[config.mk]
export PLATFORM = sky130hd
export DESIGN_NAME = lsq_scheduler
export DESIGN_NICKNAME = d
export VERILOG_FILES = /design/src/rtl/lsq_scheduler.sv
export SDC_FILE = /design/constraint.sdc
export NUM_CORES = 1
export LEC_CHECK = 0
export BUFFER_PORTS_ARGS = -buffer_cell sky130_fd_sc_hd__buf_2
export CAP_MARGIN = 10
export CORE_MARGIN = 4
export CORE_UTILIZATION = 51
export DETAILED_ROUTE_END_ITERATION = 10
export GPL_TIMING_DRIVEN = 0
export PLACE_DENSITY = 0.76
export RECOVER_POWER = 50
export SLEW_MARGIN = 30
export SYNTH_ARGS = -nofsm -noshare
export SYNTH_HDL_FRONTEND = slang
export SYNTH_SLANG_ARGS = --single-unit
export TNS_END_PERCENT = 30
[constraint.sdc]
create_clock -name clk_i -period 3.1 [get_ports clk_i]
set_input_delay 0.155 -clock clk_i [delete_from_list [all_inputs] [get_ports clk_i]]
set_output_delay 0.155 -clock clk_i [all_outputs]
set_load 0.01 [all_outputs]
[src/rtl/lsq_scheduler.sv]
// rtl/lsq_scheduler.sv - in-order load/store queue feeding the data-memory port; optional LSQ_MISALIGN_TRAP_EN adds a misalignment trap
module lsq_scheduler #(
    parameter int P_XLEN  = 32,
    parameter int P_DEPTH = 4
) (
    input  logic              clk_i,
    input  logic              resetb_i,
    input  logic              clk_en_i,
    input  logic              ex_lq_wr_i,
    input  logic              ex_sq_wr_i,
    input  logic [2:0]        ex_funct3_i,
    input  logic [4:0]        ex_regd_addr_i,
    input  logic [P_XLEN-1:0] ex_regs2_data_i,
    input  logic [P_XLEN-1:0] ex_addr_i,
    output logic              lsq_full_o,
    input  logic              ex_wb_wr_i,
    input  logic [4:0]        ex_wb_addr_i,
    input  logic [P_XLEN-1:0] ex_wb_data_i,
    output logic              rf_wr_o,
    output logic [4:0]        rf_addr_o,
    output logic [P_XLEN-1:0] rf_data_o,
    output logic              dmem_req_o,
    output logic              dmem_we_o,
    output logic [3:0]        dmem_be_o,
    output logic [P_XLEN-1:0] dmem_addr_o,
    output logic [P_XLEN-1:0] dmem_wdata_o,
    input  logic              dmem_ack_i,
    input  logic              dmem_rvalid_i,
`ifdef LSQ_MISALIGN_TRAP_EN
    output logic              lsq_misalign_o,
    output logic [P_XLEN-1:0] lsq_misalign_addr_o,
`endif
    input  logic [P_XLEN-1:0] dmem_rdata_i
);

    localparam int PW = $clog2(P_DEPTH);
    localparam int CW = PW + 1;

    typedef enum logic [1:0] {S_IDLE, S_REQ, S_RESP, S_WB} state_t;

    state_t            state_q, state_nxt;
    logic [PW-1:0]     wr_ptr_q, rd_ptr_q;
    logic [CW-1:0]     count_q;

    logic              q_store [P_DEPTH];
    logic [2:0]        q_funct3 [P_DEPTH];
    logic [4:0]        q_regd [P_DEPTH];
    logic [P_XLEN-1:0] q_wdata [P_DEPTH];
    logic [P_XLEN-1:0] q_addr [P_DEPTH];

    logic              h_store;
    logic [2:0]        h_f3;
    logic [4:0]        h_regd;
    logic [P_XLEN-1:0] h_wdata, h_addr;
    logic              h_is_b, h_is_h;
    logic [3:0]        h_be;
    logic [P_XLEN-1:0] h_wd_rep;
    logic [P_XLEN-1:0] rsh_b, rsh_h, ld_ext;

    logic              push, pop, pop_fire, issue;
    logic [4:0]        ld_regd_q;
    logic [P_XLEN-1:0] ld_data_q;

`ifdef LSQ_MISALIGN_TRAP_EN
    logic              h_misalign, trap;
`endif

    assign lsq_full_o = (count_q == CW'(P_DEPTH));
    assign push       = (ex_lq_wr_i | ex_sq_wr_i) & clk_en_i & ~lsq_full_o;
    assign pop_fire   = pop & clk_en_i;

    assign h_store = q_store[rd_ptr_q];
    assign h_f3    = q_funct3[rd_ptr_q];
    assign h_regd  = q_regd[rd_ptr_q];
    assign h_wdata = q_wdata[rd_ptr_q];
    assign h_addr  = q_addr[rd_ptr_q];

    // Unsigned byte/half encodings exist only for loads; for stores they fall back to word.
    assign h_is_b = (h_f3 == 3'b000) | (~h_store & (h_f3 == 3'b100));
    assign h_is_h = (h_f3 == 3'b001) | (~h_store & (h_f3 == 3'b101));

`ifdef LSQ_MISALIGN_TRAP_EN
    assign h_misalign = (h_is_h & h_addr[0]) | (~h_is_b & ~h_is_h & (h_addr[1:0] != 2'b00));
`endif

    // Queue storage; a store wins when both push strobes are raised together.
    always_ff @(posedge clk_i) begin
        if (push) begin
            q_store[wr_ptr_q]  <= ex_sq_wr_i;
            q_funct3[wr_ptr_q] <= ex_funct3_i;
            q_regd[wr_ptr_q]   <= ex_regd_addr_i;
            q_wdata[wr_ptr_q]  <= ex_regs2_data_i;
            q_addr[wr_ptr_q]   <= ex_addr_i;
        end
    end

    // Pointers wrap naturally since the depth is a power of two.
    always_ff @(posedge clk_i or negedge resetb_i) begin
        if (!resetb_i) begin
            wr_ptr_q <= '0;
            rd_ptr_q <= '0;
            count_q  <= '0;
        end else begin
            if (push)
                wr_ptr_q <= wr_ptr_q + 1'b1;
            if (pop_fire)
                rd_ptr_q <= rd_ptr_q + 1'b1;
            case ({push, pop_fire})
                2'b10:   count_q <= count_q + 1'b1;
                2'b01:   count_q <= count_q - 1'b1;
                default: count_q <= count_q;
            endcase
        end
    end

    // Byte enables and lane-replicated write data for the head entry.
    always_comb begin
        h_be     = 4'b1111;
        h_wd_rep = h_wdata;
        if (h_is_b) begin
            h_be     = 4'b0001 << h_addr[1:0];
            h_wd_rep = {(P_XLEN/8){h_wdata[7:0]}};
        end else if (h_is_h) begin
            h_be     = 4'b0011 << {h_addr[1], 1'b0};
            h_wd_rep = {(P_XLEN/16){h_wdata[15:0]}};
        end
    end

    // Pick the addressed lane out of the returned word and extend it.
    always_comb begin
        rsh_b  = dmem_rdata_i >> {h_addr[1:0], 3'b000};
        rsh_h  = dmem_rdata_i >> {h_addr[1], 4'b0000};
        ld_ext = dmem_rdata_i;
        if (h_is_b)
            ld_ext = {{(P_XLEN-8){~h_f3[2] & rsh_b[7]}}, rsh_b[7:0]};
        else if (h_is_h)
            ld_ext = {{(P_XLEN-16){~h_f3[2] & rsh_h[15]}}, rsh_h[15:0]};
    end

    // FSM state register; a low clock enable freezes it.
    always_ff @(posedge clk_i or negedge resetb_i) begin
        if (!resetb_i)
            state_q <= S_IDLE;
        else if (clk_en_i)
            state_q <= state_nxt;
    end

    // FSM next state plus issue/pop strobes.
    always_comb begin
        state_nxt = state_q;
        pop       = 1'b0;
        issue     = 1'b0;
`ifdef LSQ_MISALIGN_TRAP_EN
        trap      = 1'b0;
`endif
        case (state_q)
            S_IDLE: begin
                if (count_q != '0) begin
`ifdef LSQ_MISALIGN_TRAP_EN
                    if (h_misalign) begin
                        trap = 1'b1;
                        pop  = 1'b1;
                    end else begin
                        issue     = 1'b1;
                        state_nxt = S_REQ;
                    end
`else
                    issue     = 1'b1;
                    state_nxt = S_REQ;
`endif
                end
            end
            S_REQ: begin
                if (dmem_ack_i) begin
                    if (h_store) begin
                        pop       = 1'b1;
                        state_nxt = S_IDLE;
                    end else begin
                        state_nxt = S_RESP;
                    end
                end
            end
            S_RESP: begin
                if (dmem_rvalid_i) begin
                    pop       = 1'b1;
                    state_nxt = (h_regd != 5'd0) ? S_WB : S_IDLE;
                end
            end
            S_WB: begin
                if (!ex_wb_wr_i)
                    state_nxt = S_IDLE;
            end
            default: state_nxt = S_IDLE;
        endcase
    end

    // Memory request registers: loaded on issue, request dropped on ack.
    always_ff @(posedge clk_i or negedge resetb_i) begin
        if (!resetb_i) begin
            dmem_req_o   <= 1'b0;
            dmem_we_o    <= 1'b0;
            dmem_be_o    <= 4'b0000;
            dmem_addr_o  <= '0;
            dmem_wdata_o <= '0;
        end else if (clk_en_i) begin
            if (issue) begin
                dmem_req_o   <= 1'b1;
                dmem_we_o    <= h_store;
                dmem_be_o    <= h_be;
                dmem_addr_o  <= {h_addr[P_XLEN-1:2], 2'b00};
                dmem_wdata_o <= h_wd_rep;
            end else if ((state_q == S_REQ) && dmem_ack_i) begin
                dmem_req_o <= 1'b0;
            end
        end
    end

    // Capture the extended load result and its destination when data returns.
    always_ff @(posedge clk_i or negedge resetb_i) begin
        if (!resetb_i) begin
            ld_regd_q <= 5'd0;
            ld_data_q <= '0;
        end else if (clk_en_i && (state_q == S_RESP) && dmem_rvalid_i) begin
            ld_regd_q <= h_regd;
            ld_data_q <= ld_ext;
        end
    end

`ifdef LSQ_MISALIGN_TRAP_EN
    // One-cycle trap pulse with the offending address held until the next trap.
    always_ff @(posedge clk_i or negedge resetb_i) begin
        if (!resetb_i) begin
            lsq_misalign_o      <= 1'b0;
            lsq_misalign_addr_o <= '0;
        end else if (clk_en_i) begin
            lsq_misalign_o <= trap;
            if (trap)
                lsq_misalign_addr_o <= h_addr;
        end
    end
`endif

    // Shared regfile port: ex_stage write-back always wins over the load.
    always_comb begin
        rf_wr_o   = (state_q == S_WB);
        rf_addr_o = ld_regd_q;
        rf_data_o = ld_data_q;
        if (ex_wb_wr_i) begin
            rf_wr_o   = 1'b1;
            rf_addr_o = ex_wb_addr_i;
            rf_data_o = ex_wb_data_i;
        end
    end

endmodule

==> results.cfg <==
[critical_path]
worst-path-buf-inv = 3
cpMostUsedCell = buf_6
critPathSlowestCell = mux4_2
critPathRequiredTime_ns = 3.48
cp_cell_sequence = buf_6 > mux4_2 > a21o_4 > nor3_4 > buf_6 > mux2i_1 > dlygate4sd3_1 > o21ai_1
critical-path-top-delay-family = buffers and inverters
max_stage_delay_ns = 0.61
end_kind = register
critPathLaunchType = register
crit_arrival_ns = 3.36
path_class = reg -> reg
worst-path-max-fanout = 10

[floorplanning]
io_pins = 258
core_um2 = 31600
fp.dieArea_um2 = 34800
die_height_um = 187
std_cell_rows = 65
initial_core_util_pct = 51.6
die_x_um = 187

[pwr]
switching_power_mw = 6.07
pwr-share-comb_pct = 33.4
switching_share_pct = 32.2
power_frac_clock_pct = 25.1
p_int_mw = 12.8
p_leak_nw = 7.56
seqPwrFrac_pct = 41.5
ir_drop_mv = 0.572
p_per_area_nw_per_um2 = 925

[route]
num_vias = 9655
drtIter0Drc = 652
drc = 0
ant_nets = 0
wl_per_cell_um = 23.0
drt-pass1-iter-count = 5
via_per_inst = 5.56
wl_um = 39900

[timing]
hold_viol = 0
period_share_pct = 96.2
slew_headroom_pct = -65.2
fmaxAchievable_ghz = 0.335
clock_skew_ns = 0.0193
finalCriticalPeriod_ns = 2.98
tightest_slew_ns = 2.48
finalWorstSetupSlack_ns = 0.119
fin_setup_tns_ns = 0
slew_viol_final = 43
rsz0062_at_grt = false
finalSetupViolCount = 0

[clock_network]
htree_levels = 2
clkTransAtPathRegs_ns = 0.06
ctsRootBufferMaster = clkbuf_16
ctsLongestPathBuffers = 3
postCtsSetupRepairBufs = 0
cts_tree = done
cts_sinks = 406
cts_buffers = 41
clock_latency_ns = 0.53

[yosys]
synthArstFlopShare_pct = 28.1
synth-seq-area-share_pct = 71.4
syn_area_per_cell_um2 = 18.2
synthTopCellsByArea = edfxtp_1 54%, dfrtp_1 18%, mux4_2 11%
synth.cell_area_um2 = 16300
yosys_warnings = 0
netlist_instances = 895
synth_top_area_share_pct = 53.9
synth_common_cells = 292 x edfxtp_1, 114 x dfrtp_1, 77 x mux2_2, 77 x mux4_2, 66 x nand2_1
yosysMostFrequentCell = edfxtp_1
synth_edf_count = 292
ys.flop_type = edfxtp_1
ys_ff_latch = 406
yosysTopAreaCell = edfxtp_1
ys_types = 47

[grt]
grt_first_pass_wirelength_um = 62400
grt_overflow_total = 0
gr-usage-met1_pct = 29.0
grt_pass1_vias = 10400
antenna_found_initial = 2
grt_max_degree = 73
grt_util_met3_pct = 5.35
grt_busiest_layer = met2
grtUsageMet2_pct = 40.8
grt_use_total_pct = 23.1

[place]
portBuffers = 254
pre_cts_ws_ns = 0.131
place.detailed.hpwl_um = 26700
place_congestion = 0.839
dpl_cell_area_um2 = 18200

[status]
violations = capacitance limit, slew limit
run_status = complete, but fails checks

[cells_and_area]
drive_gt1_share_pct = 28.8
area_growth_pct = 25.3
nNetsFinal = 1460
fin_util_pct = 64.6
postLayoutCellArea_um2 = 20400

[min_path]
min_path_type = in -> reg

[job]
max_cap_viol_count = 1
layout by cell type, fill, tap and decap left out, types with 5 or more instances in the layout:
master           n
a21oi_1         31
a22o_1           8
a22oi_1          8
buf_2          141
buf_4            5
clkbuf_1       164
clkbuf_16       43
clkinv_2         7
dfrtp_1        113
dlygate4sd3_1  101
edfxtp_1       292
ha_1             9
inv_1           10
mux2_2          77
mux2i_1         35
mux4_2          77
nand2_1         66
nor2_1          30
o21ai_0         33
o21ai_1          8
o22a_1           8
power groups by stage:
stage | Combinational, mW | Sequential [mW] | Clock, mW
floorplan | 4.00 | 7.96 | 0
global placement | 6.16 | 7.93 | 0
detailed placement | 6.38 | 7.91 | 0
CTS | 6.53 | 7.81 | 4.81
global route | 6.88 | 7.95 | 5.07
finish | 6.30 | 7.83 | 4.72
state kept, by name (all words and copies together) (netlist names), 3 cells and up:
signal and cells:
dmem_wdata_o 32, dmem_be_o 4, q_addr 128, q_store 4, q_wdata 128, dmem_addr_o 30, ld_regd_q 5, ld_data_q 32
q_regd 20, q_funct3 12, count_q 3
stage by stage:
stage | power (mW) | std cells | hold slack, ns
final | 18.9 | 1738 | 0.0576
after global routing | 19.9 | 1737 | 0.0373
after CTS | 19.1 | 1736 | 0.0413
after detailed placement | 14.3 | 1559 | 0.0847
after global placement | 14.1 | 1552 | 0.367
after floorplan | 12.0 | 896 | -0.141
worst reg2reg max path, cell delays in order (launching register included):
cell and delay, ns:
dfrtp_2 0.40, buf_6 0.19, mux4_2 0.61, a21o_4 0.28, nor3_4 0.31, buf_6 0.24
mux2i_1 0.18, dlygate4sd3_1 0.57, o21ai_1 0.06
kinds of logic (layout without fill, tap and decap cells):
group | count (synthesis) | in the layout | share of synthesized area [%]
AOI/OAI and AO/OA | 106 | 106 | 4.11
xor gates and xnor gates | 6 | 6 | 0.323
adders and majority gates | 10 | 10 | 0.815
buffers and inverters | 60 | 498 | 1.74
DFF | 406 | 406 | 71.4
muxes | 192 | 192 | 18.6
other | 1 | 4 | 0.0230
and+or+nand+nor | 114 | 114 | 2.95
per-layer routing:
| layer | vias to the layer above | routed length (um) |
|---|---|---|
| met5 | - | 13 |
| met4 | 2 | 999 |
| met3 | 74 | 2430 |
| met2 | 359 | 20600 |
| met1 | 4903 | 15900 |
| li1 | 4317 | - |
path summary, 6_finish.rpt:
path                                  start         endpoint  slack (ns)  cells past startpoint
max                             rd_ptr_q[0]     ld_data_q[2]        0.12                      8
min                        dmem_rdata_i[11]    ld_data_q[11]        0.06                      3
min in group asynchronous          resetb_i  dmem_wdata_o[1]        1.14                      2
max in group asynchronous          resetb_i  dmem_addr_o[20]        0.52                      2
max reg2reg                     rd_ptr_q[0]     ld_data_q[2]        0.12                      8
min reg2reg                    ld_regd_q[0]     ld_regd_q[0]        0.47                      2
layout make-up:
class                      count  area [um^2]
clock inverter                16          119
antenna                        2         5.00
buffer                        49          244
tap                          402          503
inverter                      11         41.3
fill                        2319        11200
multi-input combinational    430         4390
sequential                   406        11600
clock buffer                  60         1170
timing repair buffer         362         2290
what timing repair did:
item	CTS	global route
resized for setup	0	2
endpoints found under the setup margin	0	6
hold buffers	101	0
endpoints found under the hold margin	431	0
Power figures use the tool's default switching activity.
